### src/rtl/pwm_cfgreg_bank.sv
// pwm_cfgreg_bank: per-channel shadow/active PWM config bank with glitch-free commit at each channel's period boundary.
// Optional commit watchdog with commit_timeout port: define PWM_CFGREG_COMMIT_TIMEOUT_EN.
module pwm_cfgreg_bank #(
    parameter int N_CH = 4,
    parameter int CM_W = 2,
    parameter int TIMEOUT_CYCLES = 65535
) (
    input  logic                                 clk,
    input  logic                                 rst_n,
    input  logic                                 wr_valid,
    output logic                                 wr_ready,
    input  logic [((N_CH > 1) ? $clog2(N_CH) : 1)-1:0] wr_ch,
    input  logic                                 wr_onoff,
    input  logic                                 wr_mask,
    input  logic [CM_W-1:0]                      wr_count_mode,
    output logic                                 wr_err,
    input  logic                                 commit_req,
    output logic                                 commit_busy,
    output logic                                 commit_done,
    output logic                                 commit_abort,
    input  logic [N_CH-1:0]                      sync_evt,
    input  logic                                 force_off,
    output logic [N_CH*(CM_W+2)-1:0]             cfg_concat,
    output logic [N_CH-1:0]                      active_onoff
`ifdef PWM_CFGREG_COMMIT_TIMEOUT_EN
    , output logic                               commit_timeout
`endif
);
    localparam int CW = CM_W + 2;
    localparam logic [1:0] IDLE = 2'd0, ARMED = 2'd1, DONE = 2'd2;
    logic [1:0] state, state_n;
    logic [N_CH-1:0] sh_on, sh_mk, act_on, act_mk, pending;
    logic [N_CH-1:0] sh_on_n, sh_mk_n, act_on_n, act_mk_n, pending_n;
    logic [N_CH-1:0] pend_arm, off_arm, apply;
    logic [N_CH-1:0][CM_W-1:0] sh_cm, act_cm, sh_cm_n, act_cm_n;
    logic wr_fire, wr_ok, arm, tmo, tmo_q;
    assign wr_ready = (state == IDLE) && !force_off;
    assign wr_fire = wr_valid && wr_ready;
    assign wr_ok = wr_fire && (int'(wr_ch) < N_CH);
    assign arm = (state == IDLE) && commit_req;
    assign commit_busy = state == ARMED;
    assign commit_done = state == DONE;
    assign active_onoff = act_on;
`ifdef PWM_CFGREG_COMMIT_TIMEOUT_EN
    localparam int CNT_W = $clog2(TIMEOUT_CYCLES + 1);
    logic [CNT_W-1:0] wd_cnt;
    assign tmo = (state == ARMED) && (|pending) && (wd_cnt == CNT_W'(TIMEOUT_CYCLES - 1));
    assign commit_timeout = tmo_q;
    always_ff @(posedge clk or negedge rst_n)
        if (!rst_n) wd_cnt <= '0;
        else wd_cnt <= (state == ARMED) ? wd_cnt + 1'b1 : '0;
`else
    assign tmo = 1'b0;
`endif
    // The arm-edge snapshot sees the shadow including a write accepted in the same cycle.
    always_comb begin
        sh_on_n = sh_on;
        sh_mk_n = sh_mk;
        sh_cm_n = sh_cm;
        if (wr_ok) begin
            sh_on_n[wr_ch] = wr_onoff;
            sh_mk_n[wr_ch] = wr_mask;
            sh_cm_n[wr_ch] = wr_count_mode;
        end
        for (int i = 0; i < N_CH; i++)
            pend_arm[i] = {sh_on_n[i], sh_mk_n[i], sh_cm_n[i]} != {act_on[i], act_mk[i], act_cm[i]};
        off_arm = act_on & ~sh_on_n;
        apply = arm ? off_arm : (state == ARMED) ? pending & (sync_evt | {N_CH{tmo}}) : '0;
        act_on_n = (act_on & ~apply) | (sh_on_n & apply);
        act_mk_n = (act_mk & ~apply) | (sh_mk_n & apply);
        for (int i = 0; i < N_CH; i++)
            act_cm_n[i] = apply[i] ? sh_cm_n[i] : act_cm[i];
        pending_n = arm ? pend_arm & ~off_arm : (state == ARMED) ? pending & ~apply : '0;
        state_n = arm ? ((|(pend_arm & ~off_arm)) ? ARMED : DONE)
                : (state == ARMED) ? ((tmo || !(|pending)) ? DONE : ARMED) : IDLE;
    end
    always_comb begin
        cfg_concat = '0;
        for (int i = 0; i < N_CH; i++)
            cfg_concat[i*CW +: CW] = {act_on[i], act_mk[i], act_cm[i]};
    end
    always_ff @(posedge clk or negedge rst_n)
        if (!rst_n) begin
            state <= IDLE;
            sh_on <= '0;
            sh_mk <= '0;
            sh_cm <= '0;
            act_on <= '0;
            act_mk <= '0;
            act_cm <= '0;
            pending <= '0;
            wr_err <= 1'b0;
            commit_abort <= 1'b0;
            tmo_q <= 1'b0;
        end else if (force_off) begin
            state <= IDLE;
            sh_on <= '0;
            act_on <= '0;
            pending <= '0;
            wr_err <= 1'b0;
            commit_abort <= state == ARMED;
            tmo_q <= 1'b0;
        end else begin
            state <= state_n;
            sh_on <= sh_on_n;
            sh_mk <= sh_mk_n;
            sh_cm <= sh_cm_n;
            act_on <= act_on_n;
            act_mk <= act_mk_n;
            act_cm <= act_cm_n;
            pending <= pending_n;
            wr_err <= wr_fire && !wr_ok;
            commit_abort <= 1'b0;
            tmo_q <= tmo;
        end
endmodule

### config.mk
export PLATFORM = sky130hd
export DESIGN_NAME = pwm_cfgreg_bank
export DESIGN_NICKNAME = d
export VERILOG_FILES = /design/src/rtl/pwm_cfgreg_bank.sv
export SDC_FILE = /design/constraint.sdc
export NUM_CORES = 1
export LEC_CHECK = 0
export ABC_AREA = 1
export BUFFER_PORTS_ARGS = -buffer_cell sky130_fd_sc_hd__buf_2
export CAP_MARGIN = 20
export CELL_PAD_IN_SITES_DETAIL_PLACEMENT = 0
export CELL_PAD_IN_SITES_GLOBAL_PLACEMENT = 2
export CORE_MARGIN = 2
export CORE_UTILIZATION = 31
export CTS_CLUSTER_SIZE = 14
export DETAILED_ROUTE_END_ITERATION = 7
export PLACE_DENSITY = 0.86
export SYNTH_ARGS = -nofsm -noshare
export SYNTH_HDL_FRONTEND = slang
export SYNTH_SLANG_ARGS = --single-unit
### constraint.sdc
create_clock -name clk -period 2.7 [get_ports clk]
set_input_delay 0.54 -clock clk [delete_from_list [all_inputs] [get_ports clk]]
set_output_delay 0.54 -clock clk [all_outputs]
set_load 0.02 [all_outputs]
# Word-level counts from Yosys, hierarchy flattened
# Index checks and enable logic that the tools add are counted.
[word_totals]
ff_bits = 39
input_bits = 15
elab_cells = 72
[classes]
n_lt_le_gt_ge = 2
n_eq_ne = 6
mux = 23
bitwise_logic = 14
reduce_logical = 12
[op_table]
columns = ["operator", "count"]
rows = [
  ["$mux 4", 9],
  ["$and 4x4->4", 8],
  ["$ne 4x4->1", 4],
  ["$mux 2", 6],
  ["$not 4->4", 3],
  ["$bwmux 4", 2],
  ["$bwmux 8", 1],
  ["$mux 8", 1],
  ["$or 4x4->4", 2],
  ["$reduce_and 2->1", 4],
  ["$reduce_or 4->1", 2],
  ["$demux 2 s2", 1],
  ["$logic_and 1x1->1", 4],
  ["$lt 2x3->1 const B", 1],
  ["$demux 1 s2", 1],
  ["$eq 2x1->1 const B", 1],
  ["$eq 2x2->1 const B", 1],
  ["$ge 2x1->1 const B", 1],
  ["$logic_not 2->1", 1],
  ["$mux 1", 2],
  ["$logic_not 1->1", 1],
  ["$not 1->1", 1],
]

# Logic depth before layout (Yosys ltp)
# Gate-level depths: netlist (run 1).
[logic_depth]
word_depth = 14
ltp_mapped = 16
ltp_nobuf = 15

# Worst setup path before layout (run 1)
# OpenSTA, ideal clock, no wires.
[synth_timing]
path_kind = "input -> register"
startpoint = "in force_off"
endpoint = "reg (tool-made name)"
setup_time_ns = 0.131
t_arrival_ns = 2.187
required_ns = 2.569
slack_ns = 0.381
stages = 12
path_buffers = 2
path_cell_list = "inv_2 -> nand3_2 -> buf_6 -> buf_8 -> nor2_1 -> mux2i_1 -> ha_1 -> inv_1 -> o21ai_0 -> inv_1 -> nor2_1 -> o21ai_0"
[synth_rtl]
columns = ["item", "line", "source"]
rows = [
  ["from (decl)", "22", "input logic force_off,"],
]

# Worst setup path after layout (run 1)
[layout_timing]
startpoint = "reg state[1]"
endpoint = "reg act_cm (netlist bit cfg_concat[1])"
[layout_via]
elab_chain_len = 8
[layout_lines]
columns = ["item", "line", "source"]
rows = [
  ["from (decl)", "31", "logic [1:0] state, state_n;"],
  ["from (signal assigned)", "104", "state <= state_n;"],
  ["$logic_not 2->1", "37, 40", ""],
  ["$logic_and 1x1->1", "37", "assign wr_ready = (state == IDLE) && !force_off;"],
  ["$logic_and 1x1->1", "38", "assign wr_fire = wr_valid && wr_ready;"],
  ["$mux 4", "60", "if (wr_ok) begin"],
  ["$not 4->4", "67", "off_arm = act_on & ~sh_on_n;"],
  ["$and 4x4->4", "67", ""],
  ["$mux 4", "68", "apply = arm ? off_arm : (state == ARMED) ? pending & (sync_evt | {N_CH{tmo}}) : '0;"],
  ["$reduce_and 2->1 (no line)", "--", ""],
  ["to (signal assigned)", "110", "act_cm <= act_cm_n;"],
  ["to (decl)", "35", "logic [N_CH-1:0][CM_W-1:0] sh_cm, act_cm, sh_cm_n, act_cm_n;"],
]
# Parallel ways exist; a longest one is shown, timed or not.
# A chain may end at the register's enable or synchronous reset.

==> results.cfg, run 1 <==
[power_and_ir_drop]
vdd_drop_max_uv = 236
total_power_w = 0.00213
p_leak_nw = 1.50
power.density_nw_per_um2 = 810

[place]
place_hpwl_mm = 4.14
place_congestion = 0.738
portBuffers = 38

[final_layout]
diodes = 0
nFillCells = 831
nets = 386
layout-drive-gt1-share_pct = 15.8
syn_to_final_growth_pct = 14.8

[timing]
clock_skew_ns = 0.00546
tightest_slew_ns = 0.938
fin_tns_setup_ns = 0
rsz0062_at_grt = false
relSlewSlack_pct = 37.5
slew_viol_final = 0
max_freq_mhz = 418
hold_viol_final = 0
period_share_pct = 88.5
setup_viol = 0
fin_crit_ns = 2.39

[yosys]
synth_xor_area_share_pct = 0
synth_area_sq_um = 2290
syn_inst = 329
yosysWarnings = 0
synth-simple-area-share_pct = 32.3
synth-compound-area-share_pct = 7.71
synth_top_family_by_area = simple AND/OR/NAND/NOR gates
synth_seq_cells = 39
synthAdderAreaFrac_pct = 2.19
seq_area_frac_synth_pct = 42.6
synth.avg_cell_area_sq_um = 6.96
synth_mux_area_share_pct = 1.75
synth_nets = 348
synth.distinct_cells = 24

[critical_path]
worst_ep_arrival_time_ns = 2.60
critPathCaptureType = flip-flop
worstSetupStartpointType = flip-flop
cp_cell_sequence = nor2_2 -> nand3_2 -> nor2_1 -> mux2i_1 -> ha_1 -> inv_1 -> o21ai_0 -> inv_1 -> nor2_1 -> buf_4 -> nand2_1 -> o21ai_0
slowest_delay_ns = 0.40
worstPathRequired_ns = 2.91
crit_path_top_delay_cell = dfrtp_1
worstSetupPathType = flip-flop to flip-flop
cpLargestDelayFamily = simple AND/OR/NAND/NOR gates
critPathBufInv = 3
critPathMaxFanout = 9

[clocking]
ctsHtreeMaxLevel = 2
clkTransAtPathRegs_ns = 0.08
root_buffer = clkbuf_8
numCtsBuffers = 5
cts_sinks = 39
postCtsSetupBuffers = 0
cts_tree = done
insertion_delay_ns = 0.29
cts_buffer_depth = 2

[status]
status = finished clean

[grt]
antenna_found_initial = 0
grt_max_degree = 40
grt_pass1_vias = 1987
grt-ovfl-total = 0
grt_use_total_pct = 14.8
grt_pass1_wl_mm = 9.57

[route]
totalWireLength_mm = 5.71
drc = 0
vias = 2085
vias_per_cell = 4.46
drtIter0Drc = 108
post_drt_wl_per_cell_um = 12.2
first_pass_iters = 4
ant_nets = 0

[floorplanning]
die_area_sq_um = 8090
rows = 31
die_x_um = 89.9
ios = 40
fp.dieH_um = 89.9
initial_core_util_pct = 31.7
coreArea_sq_um = 7210

[worst_hold_path]
hold_path.class = input port to async pin

[run]
maxCapViolations = 0
==> stage by stage <==
step | hold WS [ns] | worst slack, ns | std cells | util [%] | instance area, sq um
after floorplan | 0.244 | 0.381 | 329 | - | 2290
after global placement | 0.517 | 0.182 | 459 | 35.3 | 2540
after detailed placement | 0.518 | 0.103 | 459 | 35.3 | 2540
after CTS | 0.430 | 0.267 | 467 | 36.4 | 2630
after global routing | 0.456 | 0.0400 | 467 | 36.4 | 2630
final | 0.377 | 0.310 | 467 | 36.4 | 2630
==> cell usage after synthesis <==
library cell	count	area, sq um
a211oi_1	3	22.5
a21oi_1	7	35.0
a31oi_1	3	18.8
buf_2	2	10.0
buf_4	5	37.5
buf_6	2	22.5
buf_8	1	15.0
clkbuf_1	1	3.75
clkinv_1	2	7.51
conb_1	1	3.75
dfrtp_1	39	976
ha_1	4	50.1
inv_1	53	199
inv_2	2	7.51
mux2i_1	4	40.0
nand2_1	118	443
nand2_2	4	25.0
nand3_1	28	140
nand3_2	2	20.0
nor2_1	26	97.6
nor2_2	1	6.26
o21ai_0	19	95.1
o21ai_1	1	5.00
or4_1	1	7.51
==> worst reg2reg max path, cell delays in order, from the launching register on <==
cell and delay [ns]:
dfrtp_1 0.40, nor2_2 0.16, nand3_2 0.23, nor2_1 0.19, mux2i_1 0.31, ha_1 0.21, inv_1 0.05, o21ai_0 0.27
inv_1 0.10, nor2_1 0.11, buf_4 0.16, nand2_1 0.05, o21ai_0 0.07
==> metal layers <==
metal	track usage (%)	vias up	share of wire, %
li1	-	1081	-
met1	20.1	955	49
met2	23.9	44	47
met3	3.10	5	3.2
met4	4.23	0	0.77
met5	0	-	0
==> cell usage in the layout, fill, tap and decap left out, drive strengths merged <==
master  instances
a211oi          3
a21oi           7
a31oi           3
buf            42
clkbuf          7
clkinv          3
conb            1
dfrtp          39
ha              4
inv            55
mux2i           4
nand2         122
nand3          30
nor2           27
o21ai          20
or4             1
==> cell families after synthesis <==
kind of cell	count (synthesis)
AND/OR/NAND/NOR	180
multiplexers	4
AO/OA/AOI/OAI	33
adder cells (fa/ha/maj)	4
flip-flops	39
buffers and inverters	68
other	1
==> area by class of cell <==
class	count	area, sq um	share of cell area [%]
Multi-Input combinational cell	222	1010	38.5
Sequential cell	39	976	37.1
Timing Repair Buffer	42	220	8.38
Inverter	57	214	8.14
Tap cell	99	124	4.71
Clock buffer	7	76.3	2.90
Clock inverter	1	5.00	0.190
==> report_power, final <==
part           internal [W]  total, W  switching, W
Clock              0.000182  0.000398      0.000216
Sequential         0.000742  0.000841     0.0000989
Combinational      0.000300  0.000889      0.000589
Total               0.00122   0.00213      0.000904
==> final timing paths <==
path	from	depth (start not counted)	slack, ns	to
setup / recovery	state[1]	12	0.31	cfg_concat[1]
hold / removal	rst_n	1	0.38	async pin
setup reg to reg	state[1]	12	0.31	cfg_concat[1]
hold reg to reg	sh_cm[6]	2	0.54	sh_cm[6]
max in group asynchronous	rst_n	1	1.73	cfg_concat[13]
min in group clk	sh_cm[6]	2	0.54	sh_cm[6]
==> timing repair <==
| action | CTS | global route |
|---|---|---|
| hold buffers | 0 | 0 |
| gates resized for setup | 0 | 2 |
| endpoints found under the setup margin | 0 | 3 |
No activity file was read; power rests on OpenSTA's default activity.
==> run 2, diff against run 1 <==
Settings changed: CORE_UTILIZATION 31 to 33, PLACE_DENSITY 0.86 to 0.9.
Clock period 2.7 ns to 2.95 ns, I/O delays scaled along.
==> run 2 against run 1 <==
- worst hold slack improved by 0.047 ns
- non-clock buffer count did not move
- design area rose by 0.38%
- register-to-register slack improved by 0.14 ns
- utilization rose by 2.6 points
- global-route usage rose by 0.80 points
- final cell count fell by 4.1%
- sequential share of layout area fell by 0.14 points
- sequential power fell by 8.3%
==> results.cfg, run 2 (same netlist as run 1, synthesis figures left out) <==
[final_layout]
diodes = 0
layout-drive-gt1-share_pct = 16.0
final_cell_mix = nand2_1 (118), inv_1 (53), dfrtp_1 (39), buf_2 (38), nand3_1 (28)
final_common_cell = nand2_1
nets = 386
fin_area_sq_um = 2640
nFillCells = 731
syn_to_final_growth_pct = 15.3

[clocking]
hold_buffers = 0
root_buffer = clkbuf_8
insertion_delay_ns = 0.29
cts_tree = done
cts_resized = 0
numCtsBuffers = 5
cts_sinks = 39
postCtsSetupBuffers = 0
cts_buffer_depth = 2
clkTransAtPathRegs_ns = 0.08
ctsHtreeMaxLevel = 2

[power_and_ir_drop]
power.density_nw_per_um2 = 780
vdd_drop_max_uv = 301
p_leak_nw = 1.52

[grt]
grt_pass1_vias = 1887
grt_pass1_wl_mm = 9.18
grt_max_degree = 40
grt_use_total_pct = 15.6
grt-ovfl-total = 0
antenna_found_initial = 0

[place]
place_hpwl_mm = 4.10
place_area_sq_um = 2520
portBuffers = 38
place_congestion = 0.754

[timing]
max_freq_mhz = 400
hold_viol_final = 0
hold_ws_ns = 0.425
fin_crit_ns = 2.50
setup_viol = 0
relSlewSlack_pct = 39.8
slew_viol_final = 0
clock_skew_ns = 0.00269
rsz0062_at_grt = false
fin_tns_setup_ns = 0
period_share_pct = 84.7
tightest_slew_ns = 0.904

[floorplanning]
ios = 40
die_area_sq_um = 7620
die_x_um = 87.3
initial_core_util_pct = 33.9
rows = 30
coreArea_sq_um = 6760
fp.dieH_um = 87.3

[route]
vias = 2009
totalWireLength_mm = 5.47
first_pass_iters = 4
drtIter0Drc = 75
ant_nets = 0
post_drt_wl_per_cell_um = 12.2
drc = 0
vias_per_cell = 4.48

[critical_path]
critPathCaptureType = flip-flop
crit_path_top_delay_cell = dfrtp_1
slowest_delay_ns = 0.41
ff2ff_setup_slack_ns = 0.45
cp_cell_sequence = nor2_2 -> nand3_2 -> nor2_1 -> mux2i_1 -> ha_1 -> inv_1 -> o21ai_0 -> inv_1 -> nor2_1 -> o21ai_0
worstRegToRegCells = 10
worst_ep_arrival_time_ns = 2.66
reg2reg_from = state[0]
worstPathRequired_ns = 3.11
critPathMaxFanout = 8
worstSetupPathType = flip-flop to flip-flop
worstSetupStartpointType = flip-flop
critPathBufInv = 2
cpLargestDelayFamily = simple AND/OR/NAND/NOR gates

[worst_hold_path]
hold_path.class = input port to async pin

[status]
status = finished clean

[run]
maxCapViolations = 0
## run 2: changes by cell type in the layout (fill, tap and decap cells not counted), sizes merged
cell,change
bufinv,+1
clkbuf,-1
## run 2: layout make-up
cell class	count	area (sq um)	area share [%]
well taps	80	100	3.80
multi-input cells	222	1010	38.3
clock inverters	2	35.0	1.33
inverters	57	214	8.11
clock buffers	6	82.6	3.13
repair buffers	42	220	8.35
flip-flops and latches	39	976	37.0
## run 2: report_power, final
group	switching (W)	leakage, nW	total [W]	internal [W]
logic	0.000539	0.995	0.000815	0.000276
clock network	0.000196	0.0612	0.000470	0.000274
registers	0.0000918	0.462	0.000771	0.000679
## run 2: routing by layer
layer,vias to the layer above,global-route usage (%),wire length [um]
li1,1077,-,-
met1,898,22.3,2830
met2,32,23.9,2420
met3,2,3.60,177
met4,0,3.78,31
met5,-,0,0
## run 2: worst max-delay path by stage
| stage | startpoint | to | depth (start not counted) |
|---|---|---|---|
| 2_1_floorplan | force_off | flip-flop | 12 |
| 3_3_place_gp | force_off | flip-flop | 12 |
| 3_5_place_dp | force_off | cfg_concat[8] | 13 |
| 4_1_cts | state[0] | cfg_concat[8] | 12 |
| 5_1_grt | state[0] | cfg_concat[0] | 11 |
| 6_report | state[0] | flip-flop | 10 |
## run 2: metrics by stage
| stage | std cells | utilization (%) | setup WS [ns] | total power, W |
|---|---|---|---|---|
| global placement | 440 | 37.3 | 0.290 | 0.00160 |
| detailed placement | 440 | 37.3 | 0.255 | 0.00160 |
| floorplan | 329 | - | 0.581 | 0.00137 |
| CTS | 448 | 39.0 | 0.428 | 0.00208 |
| finish | 448 | 39.0 | 0.450 | 0.00206 |
| global route | 448 | 39.0 | 0.128 | 0.00225 |
